==> src/rtl/segment_scroll_ctrl_if.sv <==
// Control, write-port and display signals of segment_scroll_ctrl.
// The master side drives the pulses and the buffer writes; the slave side is the controller.
interface segment_scroll_ctrl_if #(
  parameter int MSG_LEN = 8
);
  localparam int AW = $clog2(MSG_LEN);

  logic          i_Start;
  logic          i_Stop;
  logic          i_Pause_Toggle;
  logic          i_Step;
  logic [AW:0]   i_Len;
  logic          i_Wr_En;
  logic [AW-1:0] i_Wr_Addr;
  logic [7:0]    i_Wr_Char;
  logic [7:0]    o_Char_Left;
  logic [7:0]    o_Char_Right;
  logic          o_Busy;
  logic          o_Wrap;

  modport master (
    output i_Start, i_Stop, i_Pause_Toggle, i_Step, i_Len,
           i_Wr_En, i_Wr_Addr, i_Wr_Char,
    input  o_Char_Left, o_Char_Right, o_Busy, o_Wrap
  );

  modport slave (
    input  i_Start, i_Stop, i_Pause_Toggle, i_Step, i_Len,
           i_Wr_En, i_Wr_Addr, i_Wr_Char,
    output o_Char_Left, o_Char_Right, o_Busy, o_Wrap
  );
endinterface

==> src/rtl/segment_scroll_ctrl.sv <==
// Scrolls a buffered ASCII message across two seven-segment digits.
// Optional SCROLL_BLANK_GAP_EN adds a virtual blank after the message before it wraps.
//
//   state    | meaning
//   ST_IDLE  | outputs blank, buffer writable, waiting for start
//   ST_RUN   | tick counter running, auto-advance at terminal count
//   ST_PAUSE | counter frozen, manual step pulses advance the window
module segment_scroll_ctrl #(
  parameter int CLKS_PER_STEP = 25000000,
  parameter int MSG_LEN       = 8
) (
  input logic                 i_Clk,
  input logic                 i_Rst,
  segment_scroll_ctrl_if.slave bus
);
  localparam int AW = $clog2(MSG_LEN);
  localparam int LW = AW + 1;
  localparam int PW = AW + 2;
  localparam int CW = $clog2(CLKS_PER_STEP);
  localparam logic [CW-1:0] TC    = CW'(CLKS_PER_STEP - 1);
  localparam logic [7:0]    BLANK = 8'h20;

  typedef enum logic [1:0] {ST_IDLE, ST_RUN, ST_PAUSE} state_t;

  state_t        r_state, w_next;
  logic [CW-1:0] r_cnt;
  logic [PW-1:0] r_p;
  logic [LW-1:0] r_len;
  logic [7:0]    r_buf [MSG_LEN];
  logic [7:0]    r_left, r_right;
  logic          r_wrap;

  logic          w_start, w_advance, w_cnt_inc, w_cnt_clr;
  logic [LW-1:0] w_len_sample;
  logic [PW-1:0] w_len_eff, w_p_adv;
  logic          w_last;
  logic [7:0]    w_char_l, w_char_r;

  always_ff @(posedge i_Clk) begin
    if (i_Rst) r_state <= ST_IDLE;
    else       r_state <= w_next;
  end

  // Pulse priority: stop, start (idle), pause toggle, step (pause), tick (run).
  always_comb begin
    w_next    = r_state;
    w_start   = 1'b0;
    w_advance = 1'b0;
    w_cnt_inc = 1'b0;
    w_cnt_clr = 1'b0;
    if (bus.i_Stop) begin
      w_next    = ST_IDLE;
      w_cnt_clr = 1'b1;
    end else begin
      case (r_state)
        ST_IDLE: begin
          if (bus.i_Start) begin
            w_next    = ST_RUN;
            w_start   = 1'b1;
            w_cnt_clr = 1'b1;
          end
        end
        ST_RUN: begin
          if (bus.i_Pause_Toggle) begin
            w_next = ST_PAUSE;
          end else if (r_cnt == TC) begin
            w_advance = 1'b1;
            w_cnt_clr = 1'b1;
          end else begin
            w_cnt_inc = 1'b1;
          end
        end
        ST_PAUSE: begin
          if (bus.i_Pause_Toggle) w_next = ST_RUN;
          else if (bus.i_Step)    w_advance = 1'b1;
        end
        default: w_next = ST_IDLE;
      endcase
    end
  end

  always_comb begin
    if (bus.i_Len == '0)                 w_len_sample = LW'(1);
    else if (bus.i_Len > LW'(MSG_LEN))   w_len_sample = LW'(MSG_LEN);
    else                                 w_len_sample = bus.i_Len;
  end

`ifdef SCROLL_BLANK_GAP_EN
  assign w_len_eff = PW'(r_len) + PW'(1);
`else
  assign w_len_eff = PW'(r_len);
`endif

  assign w_last  = (r_p == (w_len_eff - PW'(1)));
  assign w_p_adv = w_last ? '0 : (r_p + PW'(1));

  // Index L only exists as the virtual blank of the gap build.
  assign w_char_l = (r_p >= PW'(r_len))     ? BLANK : r_buf[r_p[AW-1:0]];
  assign w_char_r = (w_p_adv >= PW'(r_len)) ? BLANK : r_buf[w_p_adv[AW-1:0]];

  always_ff @(posedge i_Clk) begin
    if (i_Rst) begin
      r_cnt   <= '0;
      r_p     <= '0;
      r_len   <= LW'(1);
      r_wrap  <= 1'b0;
      r_left  <= BLANK;
      r_right <= BLANK;
      for (int i = 0; i < MSG_LEN; i++) r_buf[i] <= BLANK;
    end else begin
      r_wrap <= 1'b0;
      if (bus.i_Wr_En && (r_state == ST_IDLE)) r_buf[bus.i_Wr_Addr] <= bus.i_Wr_Char;

      if (w_cnt_clr)      r_cnt <= '0;
      else if (w_cnt_inc) r_cnt <= r_cnt + CW'(1);

      if (w_start) begin
        r_p   <= '0;
        r_len <= w_len_sample;
      end else if (w_advance) begin
        r_p    <= w_p_adv;
        r_wrap <= w_last;
      end

      r_left  <= (r_state == ST_IDLE) ? BLANK : w_char_l;
      r_right <= (r_state == ST_IDLE) ? BLANK : w_char_r;
    end
  end

  assign bus.o_Char_Left  = r_left;
  assign bus.o_Char_Right = r_right;
  assign bus.o_Busy       = (r_state != ST_IDLE);
  assign bus.o_Wrap       = r_wrap;
endmodule

==> src/flat_wrapper.sv <==
// flat-port wrapper written by rule: the top's interface ports become plain ports
module segment_scroll_ctrl_flat 
#(
  parameter int CLKS_PER_STEP = 25000000,
  parameter int MSG_LEN       = 8
)
  (i_Clk, i_Rst, bus_i_Start, bus_i_Stop, bus_i_Pause_Toggle, bus_i_Step, bus_i_Len, bus_i_Wr_En, bus_i_Wr_Addr, bus_i_Wr_Char, bus_o_Char_Left, bus_o_Char_Right, bus_o_Busy, bus_o_Wrap);
  segment_scroll_ctrl_if #(.MSG_LEN(MSG_LEN)) bus_i ();
  input logic i_Clk;
  input logic i_Rst;
  input wire logic [$bits(bus_i.i_Start)-1:0] bus_i_Start;
  input wire logic [$bits(bus_i.i_Stop)-1:0] bus_i_Stop;
  input wire logic [$bits(bus_i.i_Pause_Toggle)-1:0] bus_i_Pause_Toggle;
  input wire logic [$bits(bus_i.i_Step)-1:0] bus_i_Step;
  input wire logic [$bits(bus_i.i_Len)-1:0] bus_i_Len;
  input wire logic [$bits(bus_i.i_Wr_En)-1:0] bus_i_Wr_En;
  input wire logic [$bits(bus_i.i_Wr_Addr)-1:0] bus_i_Wr_Addr;
  input wire logic [$bits(bus_i.i_Wr_Char)-1:0] bus_i_Wr_Char;
  output wire logic [$bits(bus_i.o_Char_Left)-1:0] bus_o_Char_Left;
  output wire logic [$bits(bus_i.o_Char_Right)-1:0] bus_o_Char_Right;
  output wire logic [$bits(bus_i.o_Busy)-1:0] bus_o_Busy;
  output wire logic [$bits(bus_i.o_Wrap)-1:0] bus_o_Wrap;
  assign bus_i.i_Start = bus_i_Start;
  assign bus_i.i_Stop = bus_i_Stop;
  assign bus_i.i_Pause_Toggle = bus_i_Pause_Toggle;
  assign bus_i.i_Step = bus_i_Step;
  assign bus_i.i_Len = bus_i_Len;
  assign bus_i.i_Wr_En = bus_i_Wr_En;
  assign bus_i.i_Wr_Addr = bus_i_Wr_Addr;
  assign bus_i.i_Wr_Char = bus_i_Wr_Char;
  assign bus_o_Char_Left = bus_i.o_Char_Left;
  assign bus_o_Char_Right = bus_i.o_Char_Right;
  assign bus_o_Busy = bus_i.o_Busy;
  assign bus_o_Wrap = bus_i.o_Wrap;
  segment_scroll_ctrl #(.CLKS_PER_STEP(CLKS_PER_STEP), .MSG_LEN(MSG_LEN)) u_core (.i_Clk(i_Clk), .i_Rst(i_Rst), .bus(bus_i));
endmodule
==> config.mk <==
export PLATFORM = sky130hd
export DESIGN_NAME = segment_scroll_ctrl_flat
export DESIGN_NICKNAME = d
export VERILOG_FILES = /design/src/rtl/segment_scroll_ctrl_if.sv /design/src/rtl/segment_scroll_ctrl.sv /design/src/flat_wrapper.sv
export SDC_FILE = /design/constraint.sdc
export NUM_CORES = 1
export LEC_CHECK = 0
export BUFFER_PORTS_ARGS = -buffer_cell sky130_fd_sc_hd__buf_4
export CORE_ASPECT_RATIO = 0.75
export CORE_MARGIN = 10
export CORE_UTILIZATION = 61
export CTS_CLUSTER_DIAMETER = 150
export DETAILED_ROUTE_END_ITERATION = 7
export PLACE_DENSITY_LB_ADDON = 0.05
export SYNTH_ARGS = -nofsm -noshare
export SYNTH_HDL_FRONTEND = slang
export SYNTH_SLANG_ARGS = --single-unit
==> constraint.sdc <==
create_clock -name i_Clk -period 3.2 [get_ports i_Clk]
set_input_delay 0.32 -clock i_Clk [delete_from_list [all_inputs] [get_ports i_Clk]]
set_output_delay 0.32 -clock i_Clk [all_outputs]
set_load 0.1 [all_outputs]
# ---- Word level (Yosys, flattened, before mapping)
# Memories as Yosys holds them, arrays and structs flattened. A register that Yosys moved wholly into a read port is not among the register bits.
# Index checks and enable logic that the tools add are counted.
dict set report op_classes {
  reduce_logical 12
  n_bitwise 1
  n_lt_le_gt_ge 3
  n_mux 30
  add_sub_neg 3
  eq_ne 7
}
# operator n
set ops {}
lappend ops {{$add A25 B1 Y25 const B} 1}
lappend ops {{$eq A25 B25 Y1 const B} 1}
lappend ops {{$mux W1} 19}
lappend ops {{$ge A5 B4 Y1} 2}
lappend ops {{$reduce_or A3 Y1} 3}
lappend ops {{$mux W4} 2}
lappend ops {{$mux W8} 1}
lappend ops {{$reduce_or A8 Y1} 1}
lappend ops {{$mux W2} 3}
lappend ops {{$ne A2 B2 Y1 const B} 3}
lappend ops {{$pmux W2 S3} 1}
lappend ops {{$reduce_or A2 Y1} 3}
lappend ops {{$add A5 B1 Y5 const B} 1}
lappend ops {{$eq A5 B5 Y1} 1}
lappend ops {{$mux W5} 1}
lappend ops {{$sub A4 B1 Y5 const B} 1}
lappend ops {{$gt A4 B4 Y1 const B} 1}
lappend ops {{$logic_not A4 Y1} 1}
lappend ops {{$pmux W1 S2} 2}
lappend ops {{$mux W3} 1}
lappend ops {{$reduce_and A3 Y1} 1}
lappend ops {{$eq A2 B1 Y1 const B} 1}
lappend ops {{$eq A2 B2 Y1 const B} 1}
lappend ops {{$logic_not A2 Y1} 1}
lappend ops {{3 further kinds} 3}
dict set report word_totals {
  mem_bits_rw 64
  out_inout_bits 18
  reg_bits 37
  mem_count 1
}
# name words word_bits rd rd_ports_with_merged_regs wr line
set mem_list {}
lappend mem_list {u_core.r_buf 8 8 2 2 8 segment_scroll_ctrl.sv:29} ;# logic [7:0] r_buf [MSG_LEN];

# ---- Depth between registers and ports, before layout
dict set report logic_depth {
  ltp_word 7
  ltp_mapped 14
  ltp_nobuf 12
}

# ---- Least setup slack after synthesis
# No wires, ideal clock.
dict set report synth_timing {
  kind {register -> register}
  startpoint {register u_core.r_p[0]}
  endpoint {register u_core.r_right[5] (netlist: u_core.bus.o_Char_Right[5]), read port of u_core.r_buf}
  path_buffers 2
  arrival_ps 2798
  required_ps 3078
  setup_ps 122
  slack_ps 280
  path_stages_with_launch 15
  cell_sequence {dfxtp_1 -> buf_2 -> inv_1 -> ha_1 -> inv_1 -> and3_1 -> nand3_1 -> clkbuf_1 -> nand2_1 -> ha_1 -> nand2b_1 -> a21o_1 -> a21oi_1 -> o221ai_1 -> a221o_1}
}
dict set report synth_via {
  elab_chain_cells 4
  elab_cells_between_ends 5
  cone_classes {add/sub (1); order compare (1); eq/ne (1); mux (1); reduce/logical (1)}
}
# item line
set synth_rtl {}
lappend synth_rtl {{start, declared} segment_scroll_ctrl.sv:27} ;# logic [PW-1:0] r_p;
lappend synth_rtl {{start signal, assigned} segment_scroll_ctrl.sv:121} ;# r_p <= w_p_adv;
lappend synth_rtl {{$add A5 B1 Y5 or $eq A5 B5 Y1 (tied branches)} {segment_scroll_ctrl.sv:95, segment_scroll_ctrl.sv:94}}
lappend synth_rtl {{$mux W5 (*)} segment_scroll_ctrl.sv:95} ;# assign w_p_adv = w_last ? '0 : (r_p + PW'(1));
lappend synth_rtl {{$ge A5 B4 Y1} segment_scroll_ctrl.sv:99} ;# assign w_char_r = (w_p_adv >= PW'(r_len)) ? BLANK : r_buf[w_p_adv[AW-1:0]];
lappend synth_rtl {{$reduce_or A3 Y1 (no source line)} --}
lappend synth_rtl {{end, declared} segment_scroll_ctrl.sv:30} ;# logic [7:0] r_left, r_right;
# Mark *: on every way between the ends. The rest lies on a longest branch, timed or not.
# A chain may end at the register's enable or synchronous reset.

# ---- Worst setup path in the final report
dict set report layout_timing {
  startpoint {register u_core.r_len[1]}
  endpoint {register u_core.r_right[6] (netlist: u_core.bus.o_Char_Right[6]), read port of u_core.r_buf}
}
dict set report layout_via {
  elab_chain_cells 5
}
# item line
set layout_rtl {}
lappend layout_rtl {{start, declared} segment_scroll_ctrl.sv:28} ;# logic [LW-1:0] r_len;
lappend layout_rtl {{start signal, assigned} segment_scroll_ctrl.sv:119} ;# r_len <= w_len_sample;
lappend layout_rtl {{$sub A4 B1 Y5 (*)} segment_scroll_ctrl.sv:94} ;# assign w_last = (r_p == (w_len_eff - PW'(1)));
lappend layout_rtl {{$eq A5 B5 Y1 (*)} segment_scroll_ctrl.sv:94}
lappend layout_rtl {{$mux W5 (*)} segment_scroll_ctrl.sv:95}
lappend layout_rtl {{net u_core.w_p_adv[1]} segment_scroll_ctrl.sv:35} ;# logic [PW-1:0] w_len_eff, w_p_adv;
lappend layout_rtl {{$ge A5 B4 Y1} segment_scroll_ctrl.sv:99}
lappend layout_rtl {{$reduce_or A3 Y1 (no source line)} --}
# The timed path passes the listed nets; every way through them passes the cells marked *.

==> out/results.ini <==
[status]
status = finished clean

[floorplan]
coreArea_um2 = 9740
die_h_um = 107
die_x_um = 136
die_area_um2 = 14500
rows = 31
initial_core_util_pct = 62.9
io_pins = 40

[place]
dp_cells = 710
hpwl_mm = 10.8
io_buffers = 39
dp_slack_ns = 0.397
place_area_um2 = 6590
place_congestion = 0.886

[synth]
synth_area_um2 = 6120
synth_seq_cells = 117
synthTopCellsByArea = edfxtp_1 (31%), dfxtp_1 (17%), mux4_2 (8.8%)
syn_nets = 583
async_reset_ff_share_pct = 0
yosys_warnings = 0
synth.distinct_cells = 62
synth-main-ff-cell = edfxtp_1
ys_seq_area_share_pct = 48.7
synth_edf_count = 64
syn_inst = 547
synth_area_leader_cell = edfxtp_1
syn_area_per_cell_um2 = 11.2
yosysTopAreaCellShare_pct = 31.4

[pwr]
power_mw = 3.75
ir_drop_v = 0.000406
swShare_pct = 22.9
power.density_nw_per_um2 = 523
leakage_nw = 2.54
p_seq_share_pct = 44.0
switching_power_mw = 0.858
internal_power_mw = 2.89
clkPwrFrac_pct = 48.7
p_comb_share_pct = 7.2

[routing]
via_per_inst = 6.34
drt_iter0_markers = 434
vias = 4707
wirelength_mm = 15.3
wl_per_cell_um = 20.7
drtPass1Iterations = 5
drcViolationCount = 0
ant_nets = 0

[clock_network]
clk_pin_slew_worst_paths_ns = 0.06
cts.path.max_buffers = 2
cts_tree = done
cts_resized = 0
clk_latency_ns = 0.42
clock-root-buffer = clkbuf_16
cts_sinks = 117
hold_buffers = 0
post-cts-setup-buffers = 0
cts_made_buffers = 17
cts_max_level = 4

[cells_and_area]
drive_gt1_share_pct = 20.0
area_delta_synth_final_pct = 17.0
final_common_cell = edfxtp_1
final_cell_mix = edfxtp_1 (64), and2_1 (61), buf_4 (55)
finalNonFillerCells = 742
antenna_cells = 0
nets = 633
finish.instance_area_um2 = 7170

[global_route]
grt_max_degree = 44
grt_pass1_wl_mm = 24.4
grt_usage_pct = 21.7
overflow = 0
grt_pass1_vias = 4447
antenna_found_initial = 1

[worst_setup_path]
critPathLaunchType = flip-flop
end_kind = flip-flop
reg2reg_depth = 12
path_max_fanout = 7
worstPathRequired_ns = 3.53
critPathArrivalTime_ns = 3.16
path_class = flip-flop to flip-flop

[sta]
final-hold-violation-count = 0
worst_slack_ns = 0.371
setup_violations = 0
finalSetupTns_ns = 0
worst_pin_slew_ns = 0.885
maxSlewHeadroom_pct = 40.6
min_period_over_period_pct = 88.4
finClkSkew_ns = 0.00846
rsz0062_at_grt = no
maxSlewViolCount = 0
fmax_ghz = 0.354
fin_crit_ns = 2.83

[min_path]
hold_depth = 2
hold_path_class = input pin to flip-flop

[job]
drv_cap = 0

==> final cells by class <==
| cell class | instances | area [um2] |
|---|---|---|
| Timing Repair Buffer | 55 | 413 |
| Sequential cell | 117 | 2980 |
| Tap cell | 132 | 165 |
| Clock inverter | 8 | 71.3 |
| Inverter | 16 | 60.1 |
| Multi-Input combinational cell | 390 | 2970 |
| Clock buffer | 24 | 502 |
| Fill cell | 683 | 2570 |
==> critical path, cell delays in order, from the launching register on <==
cell      delay, ns
dfxtp_1        0.32
inv_1          0.11
ha_1           0.18
nor3b_1        0.35
xnor2_1        0.20
o31ai_1        0.32
inv_1          0.09
ha_1           0.28
a21o_1         0.16
a21oi_1        0.16
o221ai_1       0.16
buf_4          0.20
nor3_1         0.21
==> cell usage after synthesis, types with 3 or more instances <==
library cell / number
a21oi_1: 28
a22oi_1: 7
a31oi_1: 8
and2_1: 61
and3_1: 5
buf_1: 4
buf_2: 6
clkbuf_1: 12
dfxtp_1: 53
edfxtp_1: 64
ha_1: 14
inv_1: 15
mux2i_1: 18
mux4_2: 24
nand2_1: 20
nand2b_1: 8
nand3_1: 14
nand3b_1: 3
nand4_1: 6
nor2_1: 28
nor2b_1: 5
nor3_1: 18
nor3b_1: 4
nor4_1: 3
o21ai_0: 14
o21ai_1: 6
o31ai_1: 17
or2_1: 4
or2_2: 4
or3_1: 14
or4_1: 14
xnor2_1: 5
xor2_1: 7
==> power by group through the flow <==
stage	registers, mW	logic, mW	clock network (mW)
floorplan	1.69	0.153	0
global placement	1.68	0.261	0
detailed placement	1.68	0.267	0
CTS	1.65	0.268	1.83
global route	1.65	0.295	1.89
finish	1.65	0.271	1.83
==> metal layers <==
metal	wire length [um]	part of all wire [%]	GRT usage [%]
met5	0	0	0
met3	1590	10	9.05
met1	6850	45	29.6
met4	180	1.2	5.60
met2	6720	44	31.0
==> state kept, by name, indices dropped and copies added (netlist names) <==
register and cells:
u_core.bus.o_Char_Right 8, u_core.r_p 5, u_core.bus.o_Char_Left 8, u_core.r_state 2, u_core.r_cnt 25, u_core.bus.o_Wrap 1
u_core.r_buf 64, u_core.r_len 4
==> worst paths after layout <==
path | slack, ns | startpoint | endpoint
max | 0.37 | u_core.r_len[1] | u_core.bus.o_Char_Right[6]
min | 0.12 | bus_i_Stop | u_core.r_state[1]
max reg2reg | 0.37 | u_core.r_len[1] | u_core.bus.o_Char_Right[6]
min reg2reg | 0.49 | u_core.r_cnt[21] | u_core.r_cnt[21]
==> through the flow <==
stage / hold slack (ns) / utilization (%)
CTS: 0.114 / 73.6
finish: 0.124 / 73.6
floorplan: 0.397 / -
global placement: 0.461 / 67.7
global route: 0.125 / 73.6
detailed placement: 0.474 / 67.7
==> cell families (layout without fill, tap and decap cells) <==
logic type / Yosys count / count (layout) / share of synthesized area, %
AND/OR/NAND/NOR: 222 / 222 / 21.3
AO/OA/AOI/OAI: 98 / 98 / 10.3
adder cells (fa/ha/maj): 14 / 14 / 2.86
buffers and inverters: 40 / 103 / 2.76
multiplexers: 43 / 43 / 12.0
flip-flops: 117 / 117 / 48.7
XOR/XNOR: 13 / 13 / 2.08
No activity file was read; power rests on OpenSTA's default activity.
